$ cat src/rtl/hamming_decoder_pipe.sv
// ---------------------------------------------------------------------------
// hamming_decoder_pipe
//   Two-stage streaming Hamming(7,4) single-error-correcting decoder for the
//   receive side of the link. Stage 1 captures the codeword and its syndrome.
//   Stage 2 flips the indicated bit and extracts the four data bits. Both
//   stages stall under output backpressure. Saturating counters track the
//   words delivered and the words that needed correction.
//
// Ports
//   clk            rising-edge clock
//   rst_n          asynchronous active-low reset
//   in_valid       in_code holds a codeword
//   in_ready       decoder can take a codeword this cycle (combinational)
//   in_code[6:0]   {d3,d2,d1,p4,d0,p2,p1}
//   out_valid      out_* fields hold a decoded word
//   out_ready      consumer takes the word this cycle
//   out_data[3:0]  corrected data {d3,d2,d1,d0}
//   out_syndrome   raw syndrome {s4,s2,s1}
//   out_corrected  a single bit was flipped to correct the word
//   clr_count      synchronous clear of both counters
//   word_count     words emitted, saturating
//   corr_count     corrected words emitted, saturating
// ---------------------------------------------------------------------------
module hamming_decoder_pipe #(
  parameter int CNT_W = 16
) (
  input  logic             clk,
  input  logic             rst_n,
  input  logic             in_valid,
  output logic             in_ready,
  input  logic [6:0]       in_code,
  output logic             out_valid,
  input  logic             out_ready,
  output logic [3:0]       out_data,
  output logic [2:0]       out_syndrome,
  output logic             out_corrected,
  input  logic             clr_count,
  output logic [CNT_W-1:0] word_count,
  output logic [CNT_W-1:0] corr_count
);

  localparam logic [CNT_W-1:0] CNT_ONE = CNT_W'(1);
  localparam logic [CNT_W-1:0] CNT_MAX = '1;

  logic       v1;
  logic       v2;
  logic [6:0] code1;
  logic [2:0] syn1;
  logic [2:0] syn_in;
  logic [6:0] flip;
  logic [6:0] fixed_code;
  logic       adv1;
  logic       adv2;
  logic       out_xfer;

  // A stage may advance when it is empty or the stage after it is advancing;
  // the only combinational path through the block is out_ready -> in_ready.
  assign adv2      = !v2 || out_ready;
  assign adv1      = !v1 || adv2;
  assign in_ready  = adv1;
  assign out_valid = v2;
  assign out_xfer  = v2 && out_ready;

  // Each syndrome bit checks the codeword positions whose 1-based index has
  // that bit set, so a nonzero syndrome is the position of the flipped bit.
  assign syn_in = {in_code[3] ^ in_code[4] ^ in_code[5] ^ in_code[6],
                   in_code[1] ^ in_code[2] ^ in_code[5] ^ in_code[6],
                   in_code[0] ^ in_code[2] ^ in_code[4] ^ in_code[6]};

  always_ff @(posedge clk or negedge rst_n) begin
    if (!rst_n) begin
      v1    <= 1'b0;
      code1 <= '0;
      syn1  <= '0;
    end else if (adv1) begin
      v1 <= in_valid;
      if (in_valid) begin
        code1 <= in_code;
        syn1  <= syn_in;
      end
    end
  end

  always_comb begin
    flip = '0;
    if (syn1 != 3'd0) flip[syn1 - 3'd1] = 1'b1;
  end

  assign fixed_code = code1 ^ flip;

  always_ff @(posedge clk or negedge rst_n) begin
    if (!rst_n) begin
      v2            <= 1'b0;
      out_data      <= '0;
      out_syndrome  <= '0;
      out_corrected <= 1'b0;
    end else if (adv2) begin
      v2 <= v1;
      if (v1) begin
        out_data      <= {fixed_code[6], fixed_code[5], fixed_code[4], fixed_code[2]};
        out_syndrome  <= syn1;
        out_corrected <= (syn1 != 3'd0);
      end
    end
  end

  // Clear takes priority over a same-cycle increment; both counters stick
  // at all-ones rather than wrapping.
  always_ff @(posedge clk or negedge rst_n) begin
    if (!rst_n) begin
      word_count <= '0;
      corr_count <= '0;
    end else if (clr_count) begin
      word_count <= '0;
      corr_count <= '0;
    end else if (out_xfer) begin
      if (word_count != CNT_MAX) word_count <= word_count + CNT_ONE;
      if (out_corrected && (corr_count != CNT_MAX)) corr_count <= corr_count + CNT_ONE;
    end
  end

endmodule

$ cat config.mk
export PLATFORM = sky130hd
export DESIGN_NAME = hamming_decoder_pipe
export DESIGN_NICKNAME = d
export VERILOG_FILES = /design/src/rtl/hamming_decoder_pipe.sv
export SDC_FILE = /design/constraint.sdc
export NUM_CORES = 1
export LEC_CHECK = 0
export BUFFER_PORTS_ARGS = -buffer_cell sky130_fd_sc_hd__buf_4
export CORE_MARGIN = 2
export CORE_UTILIZATION = 45
export DETAILED_ROUTE_END_ITERATION = 10
export PLACE_DENSITY_LB_ADDON = 0.12
export SLEW_MARGIN = 20
export SYNTH_ARGS = -nofsm -noshare
export SYNTH_HDL_FRONTEND = slang
export SYNTH_SLANG_ARGS = --single-unit
$ cat constraint.sdc
create_clock -name clk -period 1.5 [get_ports clk]
set_input_delay 0.3 -clock clk [delete_from_list [all_inputs] [get_ports clk]]
set_output_delay 0.3 -clock clk [all_outputs]
set_load 0.005 [all_outputs]
==> impl_metrics.yaml, run 1 <==
status:
  status: "finished, violations left"
  violations: "negative hold slack, negative setup slack"
timing:
  max_freq_ghz: 0.602
  setup_viol: 33
  holdWs_ns: -0.0110
  worst_clock_skew_ns: 0.00557
  rsz0062_at_grt: "yes"
  period_share: 1.11
  hold_violations: 6
  worst_slack_ns: -0.162
  final_max_slew_viol_count: 0
  setup_tns_ns: -2.73
  worst_pin_slew_ns: 0.657
  layout_min_cycle_time_ns: 1.66
  relSlewSlack: 0.562
routing:
  drt_first_pass_iters: 4
  drc: 0
  drt-wirelength-per-cell_um: 18.3
  first_iter_violations: 162
  via_per_inst: 5.97
  antenna_left: 0
  dr_total_vias: 2933
  drt_wl_total_um: 8970
global_routing:
  grt_pass1_wl_um: 12000
  grt_max_degree: 50
  grt_pass1_vias: 2662
  gr-total-overflow: 0
  antenna_found_initial: 0
  grt_usage: 0.236
die:
  die_w_um: 80.9
  die_h_um: 80.9
  core_area_um2: 5610
  start_util: 0.474
  io_pins: 54
  dieArea_um2: 6540
  row_count: 27
power_and_ir_drop:
  p_leak_uw: 0.00202
  peakVddDrop_uv: 599
  powerDensity_nw_per_um2: 754
worst_setup_path:
  cp_cell_sequence: "and4_4 > nand4_4 > nor4b_4 > mux2_4"
  r2r_end: "corr_count[15]"
  critical_path_class: "reg -> reg"
  cp-end-kind: "register"
  startpoint: "corr_count[3]"
  slowest_delay_ns: 0.43
  cp_data_required_time_ns: 1.71
  crit_path_start_kind: "register"
  worstRegToRegCells: 4
  r2r_slack_ns: -0.16
  timing.rr.start: "corr_count[3]"
  crit_fanout: 6
  crit_path_top_delay_cell: "dfrtp_1"
  critPathArrivalTime_ns: 1.87
synthesis:
  synth_top_area_share: 0.461
  synthesis.area_um2: 2660
  synth_seq_area_share: 0.461
  yosys.area.top_type: "dfrtp_1"
  synth_ff_type: "dfrtp_1"
  postSynth.asyncResetShare: 1.00
  synthCells: 269
  synth-edff-count: 0
  synth_area_leaders: "dfrtp_1, nand2_1, a21oi_1"
  synthDistinctLibCells: 43
  yosys_warnings: 0
  syn-num-nets: 285
  ys_seq_elements: 49
  avgSynthCellArea_um2: 9.88
clock_network:
  cts_buffer_depth: 2
  clock-root-buffer: "clkbuf_8"
  cts_sinks: 49
  clk_pin_slew_ns: 0.10
  clk_latency_ns: 0.31
  postCtsHoldBufs: 0
  cts_tree: "yes"
  numCtsBuffers: 5
  htreeDepth: 2
layout:
  drive_gt1_frac: 0.580
  area_growth_pct: 68.5
  layout_common_cells: "buf_4, dfrtp_1, nand2_1, a21oi_2, buf_6"
  fill_cells: 338
  design_area_um2: 4480
  nets: 434
  layout_commonest_cell: "buf_4"
  antenna_cells: 0
  multi_input_area_um2: 1850
  seqCellArea_um2: 1230
placement:
  dp_hpwl_um: 5010
  pre_cts_ws_ns: -0.173
  gp_congestion: 0.795
  placed_area_um2: 3710
  io_buffer_count: 53
job:
  maxCapViolations: 0
hold_path:
  hold_path_class: "in -> async"
-- worst max path at each step --
stage                                end  slack, ns  cells after the start
final                     corr_count[15]      -0.16                      4
after global routing      corr_count[15]      -0.20                      4
after CTS                 corr_count[12]      -0.12                      5
after detailed placement  corr_count[15]      -0.17                      4
after global placement    corr_count[15]      -0.16                      4
after floorplan           corr_count[15]      -0.17                      4
-- cell type report --
cell class | instances | share of cell area
Inverter | 6 | 0.00503
Multi-Input combinational cell | 208 | 0.413
Timing Repair Buffer | 148 | 0.262
Sequential cell | 49 | 0.275
Tap cell | 72 | 0.0201
Clock inverter | 3 | 0.0103
Clock buffer | 5 | 0.0154
-- Yosys cell counts, drive strengths merged (2+ instances only) --
cell type / number
dfrtp: 49
and4: 3
a21oi: 23
xnor2: 10
nor3: 2
nor2b: 5
mux2: 9
ha: 4
and2: 2
and3: 3
or3: 9
nor4: 8
o311ai: 3
o211ai: 2
nand3: 10
clkbuf: 4
nand4: 9
xor2: 4
inv: 6
nor4b: 2
o21ai: 18
o31ai: 12
nor2: 11
buf: 2
nand2: 31
o41ai: 3
mux2i: 2
nand2b: 3
or4: 12
or2: 2
-- routing by layer --
metal,track usage,vias to the layer above,part of all wire
met4,0.0814,0,0.025
met1,0.287,1476,0.42
met2,0.415,116,0.51
met5,0,-,0
li1,-,1313,-
met3,0.0489,28,0.048
-- power by group --
group          switching [uW]  total, uW  internal, uW
Sequential               95.3       1530          1430
Clock                     493        993           500
Combinational             394        852           458
Total                     983       3370          2390
-- logic make-up after synthesis --
kind of cell,count (synthesis),share of synthesized area
flip-flops,49,0.461
AND/OR/NAND/NOR,115,0.262
buffers and inverters,12,0.0202
AO/OA/AOI/OAI,64,0.146
multiplexers,11,0.0457
XOR/XNOR,14,0.0461
adder cells (fa/ha/maj),4,0.0188
-- timing repair --
| item | CTS | global route |
|---|---|---|
| pin swaps | 24 | 22 |
| setup endpoints to repair | 35 | 37 |
| cloned | 0 | 0 |
| setup buffers | 18 | 7 |
| resized for setup | 43 | 62 |
-- metrics by stage --
step | hold slack [ns] | instances | util | power [uW]
floorplan | 0.00441 | 269 | - | 1830
global placement | 0.361 | 458 | 0.662 | 2140
detailed placement | 0.362 | 458 | 0.662 | 2170
CTS | 0.0296 | 484 | 0.742 | 3220
global route | 0.0493 | 491 | 0.798 | 3520
finish | -0.0110 | 491 | 0.798 | 3370
-- worst max-delay path, delay by kind of cell, from the launching register on --
family	cells	cell delay (ns)
mux	1	0.32
flops	1	0.43
simple gates	3	0.81
-- registers in the layout (all words and copies together), names as in the netlist --
name / flops
out_valid: 1
code1: 4
v1: 1
syn1: 3
word_count: 16
out_data: 4
out_syndrome: 3
corr_count: 16
out_corrected: 1
Power figures use the tool's default switching activity.
==> inputs of run 2 (changes only) <==
Settings changed: GPL_TIMING_DRIVEN set to 0, MAX_ROUTING_LAYER set to met4.
==> run 2 against run 1 <==
Compared with the run above: the run ends with negative setup slack left; utilization down 3.0 points; hold slack better by 0.014 ns; non-clock buffer count down 14; clock power down 25%; register-to-register slack worse by 0.02 ns; clock-buffer cell count up 1; sequential cell count unchanged; routed wire length down 7.9%; combinational power down 7.2%; sequential power about the same; critical endpoint is now corr_count[4]; largest cell class unchanged; largest power group unchanged.
==> impl_metrics.yaml, run 2 (synthesis results as in run 1) <==
global_routing:
  grt_max_degree: 50
  gr-total-overflow: 0
  grt_pass1_wl_um: 11900
  grt_usage: 0.242
  antenna_found_initial: 0
  grt_pass1_vias: 2448
timing:
  worst_clock_skew_ns: 0.0148
  worst_pin_slew_ns: 0.782
  worst_slack_ns: -0.178
  rsz0062_at_grt: "yes"
  setup_viol: 28
  hold_violations: 0
  final_max_slew_viol_count: 0
  relSlewSlack: 0.479
  max_freq_ghz: 0.596
  layout_min_cycle_time_ns: 1.68
  period_share: 1.12
  holdWs_ns: 0.00354
worst_setup_path:
  r2r_end: "corr_count[4]"
  crit_end: "corr_count[4]"
  critical_path_class: "reg -> reg"
  cp-end-kind: "register"
  timing.rr.start: "corr_count[13]"
  worstRegToRegCells: 6
  startpoint: "corr_count[13]"
  cp_data_required_time_ns: 1.67
  crit_fanout: 4
  critPathArrivalTime_ns: 1.85
  r2r_slack_ns: -0.18
  crit_path_start_kind: "register"
die:
  row_count: 27
  io_pins: 54
  dieArea_um2: 6540
  core_area_um2: 5610
  die_w_um: 80.9
  start_util: 0.474
  die_h_um: 80.9
clock_network:
  cts_sinks: 49
  cts_buffer_depth: 2
  cts_tree: "yes"
  clk_latency_ns: 0.31
  numCtsBuffers: 5
  htreeDepth: 2
  clock-root-buffer: "clkbuf_8"
  clk_pin_slew_ns: 0.10
routing:
  drt_first_pass_iters: 4
  drc: 0
  drt-wirelength-per-cell_um: 17.4
  dr_total_vias: 2746
  antenna_left: 0
  first_iter_violations: 145
  drt_wl_total_um: 8260
  via_per_inst: 5.77
layout:
  final_cells: 476
  layout_common_cells: "buf_4, dfrtp_1, nand2_1, dfrtp_2, a21oi_1"
  antenna_cells: 0
  design_area_um2: 4310
  layout_commonest_cell: "buf_4"
  nets: 420
  area_growth_pct: 62.1
  drive_gt1_frac: 0.577
  top_regs: "corr_count x16, word_count x16"
power_and_ir_drop:
  p_leak_uw: 0.00189
  peakVddDrop_uv: 544
  powerDensity_nw_per_um2: 714
placement:
  dp_hpwl_um: 4310
  gp_congestion: 0.803
  io_buffer_count: 53
  placed_cells: 394
  placed_area_um2: 3200
status:
  violations: "negative setup slack"
  status: "finished, violations left"
hold_path:
  hold_path_class: "in -> async"
job:
  maxCapViolations: 0
run 2: changes by cell type in the layout (fill, tap and decap cells not counted), moves of 5 or more:
cell,before,now
buf_4,134,119
dfrtp_1,46,33
dfrtp_2,3,16
o31ai_1,12,7
run 2: worst min path at each step:
stage                           endpoint   from
final                     corr_count[10]  rst_n
after global routing       corr_count[9]  rst_n
after CTS                  corr_count[9]  rst_n
after detailed placement   corr_count[9]  rst_n
after global placement     corr_count[9]  rst_n
after floorplan                 code1[2]  rst_n
run 2: repair_timing:
action,in CTS,in global routing
endpoints found under the hold margin,0,0
gates resized for setup,56,52
pin swaps,31,27
endpoints found under the setup margin,35,42
hold buffers,0,0
setup buffers,65,11
run 2: metal layers:
layer	routed length, um	GRT usage
met1	3340	0.302
met2	4330	0.409
met3	414	0.0389
met4	176	0.0661
met5	0	-
run 2: report_power, final:
group / total (uW) / leakage, uW / switching (uW) / internal [uW]
Sequential: 1540 / 0.000618 / 103 / 1430
Combinational: 791 / 0.00123 / 377 / 414
Clock: 746 / 0.0000410 / 428 / 318
Total: 3070 / 0.00189 / 908 / 2170
run 2: critical path: stages (launching register included):
cell,delay (ns)
dfrtp_1,0.41
nand4_1,0.20
buf_4,0.20
nor4_4,0.35
buf_4,0.21
or4_1,0.10
a21oi_1,0.07
run 2: final cells by class:
class                           instances  area (um2)
Sequential cell                        49        1250
Clock buffer                            6        72.6
Timing Repair Buffer                  128        1000
Clock inverter                          1        5.00
Tap cell                               72        90.1
Multi-Input combinational cell        208        1830
Buffer                                  6        32.5
Inverter                                6        22.5
Fill cell                             370        1300
run 2: per-stage QoR:
stage / setup slack, ns / setup TNS, ns / util / total power [uW]
2_1_floorplan: -0.173 / -0.695 / - / 1830
5_1_grt: -0.240 / -4.71 / 0.768 / 3220
3_3_place_gp: -0.314 / -4.52 / 0.571 / 2080
4_1_cts: -0.176 / -1.67 / 0.715 / 2960
3_5_place_dp: -0.324 / -5.81 / 0.571 / 2100
6_report: -0.178 / -3.04 / 0.768 / 3070
==> inputs of run 3 (changes only) <==
Settings changed: BUFFER_PORTS_ARGS -buffer_cell sky130_fd_sc_hd__buf_4 to -buffer_cell sky130_fd_sc_hd__buf_2, CTS_BUF_LIST set to sky130_fd_sc_hd__clkbuf_16.
==> run 3 against run 2 <==
Compared with the run above: the run still ends with negative setup slack left; cell area is 4.5% lower; utilization is 3.4 points lower; clock power is 97% higher; largest cell class unchanged.
==> impl_metrics.yaml, run 3 (synthesis results as in run 1) <==
worst_setup_path:
  slowest_delay_ns: 0.44
  crit_top_cell: "buf_6"
  crit_path_start_kind: "register"
  cp_cell_sequence: "nand4_1 > buf_6 > nor4_4 > buf_6 > nor4_2 > mux2_2"
  crit_path_top_delay_cell: "dfrtp_1"
  cp_data_required_time_ns: 1.67
  cp-end-kind: "register"
  critPathArrivalTime_ns: 1.89
  critical_path_class: "reg -> reg"
  crit_fanout: 6
layout:
  layout_commonest_cell: "buf_2"
  nets: 404
  area_growth_pct: 54.8
  top_regs: "corr_count x16, word_count x16"
  finish.utilization: 0.734
  antenna_cells: 0
  layout_common_cells: "buf_2, buf_4, dfrtp_1, nand2_1"
  drive_gt1_frac: 0.573
die:
  row_count: 27
  die_w_um: 80.9
  die_h_um: 80.9
  io_pins: 54
  dieArea_um2: 6540
  core_area_um2: 5610
  start_util: 0.474
timing:
  rsz0062_at_grt: "yes"
  max_freq_ghz: 0.583
  holdWs_ns: 0.0341
  worst_pin_slew_ns: 0.643
  layout_min_cycle_time_ns: 1.71
  worst_clock_skew_ns: 0.00879
  worst_slack_ns: -0.214
  setup_viol: 31
  hold_violations: 0
  period_share: 1.14
  final_max_slew_viol_count: 0
  relSlewSlack: 0.571
routing:
  drc: 0
  drt_wl_total_um: 7650
  drt-wirelength-per-cell_um: 16.6
  antenna_left: 0
  first_iter_violations: 135
  drt_first_pass_iters: 5
  via_per_inst: 5.74
  dr_total_vias: 2647
power_and_ir_drop:
  powerDensity_nw_per_um2: 908
  swShare: 0.260
  p_clk_frac: 0.394
  intPower_uw: 2770
  p_leak_uw: 0.00184
  pwr-share-comb: 0.197
  p_sw_uw: 971
  peakVddDrop_uv: 1030
  p_seq_frac: 0.409
placement:
  gp_congestion: 0.794
  io_buffer_count: 53
  dp_hpwl_um: 4360
status:
  violations: "negative setup slack"
  status: "finished, violations left"
clock_network:
  clock-root-buffer: "clkbuf_16"
  postCtsHoldBufs: 0
  cts_buffer_depth: 2
  cts_tree: "yes"
  numCtsBuffers: 5
  clk_latency_ns: 0.29
  clk_pin_slew_ns: 0.07
  cts_sinks: 49
  htreeDepth: 2
global_routing:
  grt_pass1_wl_um: 11500
  antenna_found_initial: 0
  grt_usage: 0.229
  grt_max_degree: 50
  grt_pass1_vias: 2437
  gr-total-overflow: 0
hold_path:
  hold_path_class: "in -> async"
job:
  maxCapViolations: 0
## run 3: cell types whose count changed in the layout (fill, tap and decap cells not counted), sizes merged
cell    previous run  this run
buf              130       114
bufinv             0         2
clkbuf            10         9
clkinv             1         0
inv                6         7
## run 3: what timing repair did
item / in CTS / in global routing
pin swaps: 39 / 31
setup buffers: 45 / 14
setup endpoints to repair: 36 / 42
gates resized for setup: 48 / 62
cloned: 1 / 0
## run 3: power groups by stage
stage / Clock [uW] / Sequential, uW / Combinational (uW)
after floorplan: 0 / 1530 / 297
after global placement: 0 / 1540 / 481
after detailed placement: 0 / 1550 / 497
after CTS: 1490 / 1510 / 571
after global routing: 1560 / 1550 / 805
final: 1470 / 1530 / 735
## run 3: cell type report
cell class                      instances  area (um2)
Clock inverter                          3        68.8
Timing Repair Buffer                  112         741
Fill cell                             389        1490
Sequential cell                        49        1240
Multi-Input combinational cell        208        1790
Inverter                                6        25.0
Tap cell                               72        90.1
Buffer                                  6        33.8
Clock buffer                            5         125
## run 3: metrics by stage
step / cells / power [uW] / cell area (um2) / setup WS, ns / setup TNS (ns)
after global placement: 394 / 2020 / 3070 / -0.307 / -4.51
after global routing: 461 / 3910 / 4110 / -0.297 / -5.63
after floorplan: 269 / 1830 / 2720 / -0.173 / -0.695
after detailed placement: 394 / 2040 / 3070 / -0.330 / -5.41
final: 461 / 3740 / 4110 / -0.214 / -3.06
after CTS: 448 / 3570 / 3790 / -0.147 / -1.82
## run 3: worst max-delay path: cells and delay by family (launching register included)
kind	cells	cell delay [ns]
buffers and inverters	2	0.35
multiplexers	1	0.26
AND/OR/NAND/NOR	3	0.54
flip-flops	1	0.44
## run 3: worst paths after layout
path                       cells after the start             from  slack (ns)         endpoint
hold reg to reg                                2  out_syndrome[1]        0.48  out_syndrome[1]
max in group asynchronous                      1            rst_n        0.99   word_count[12]
setup reg to reg                               6   word_count[13]       -0.21    word_count[7]
hold / removal                                 1            rst_n        0.03   corr_count[10]
setup / recovery                               6   word_count[13]       -0.21    word_count[7]
min in group clk                               2         in_valid        0.23               v1
## run 3: metal layers
metal,up-vias,part of all wire,track usage
met1,1299,0.44,0.295
li1,1253,-,-
met3,11,0.042,0.0344
met4,0,0.0099,0.0627
met2,84,0.51,0.380
met5,-,0,-
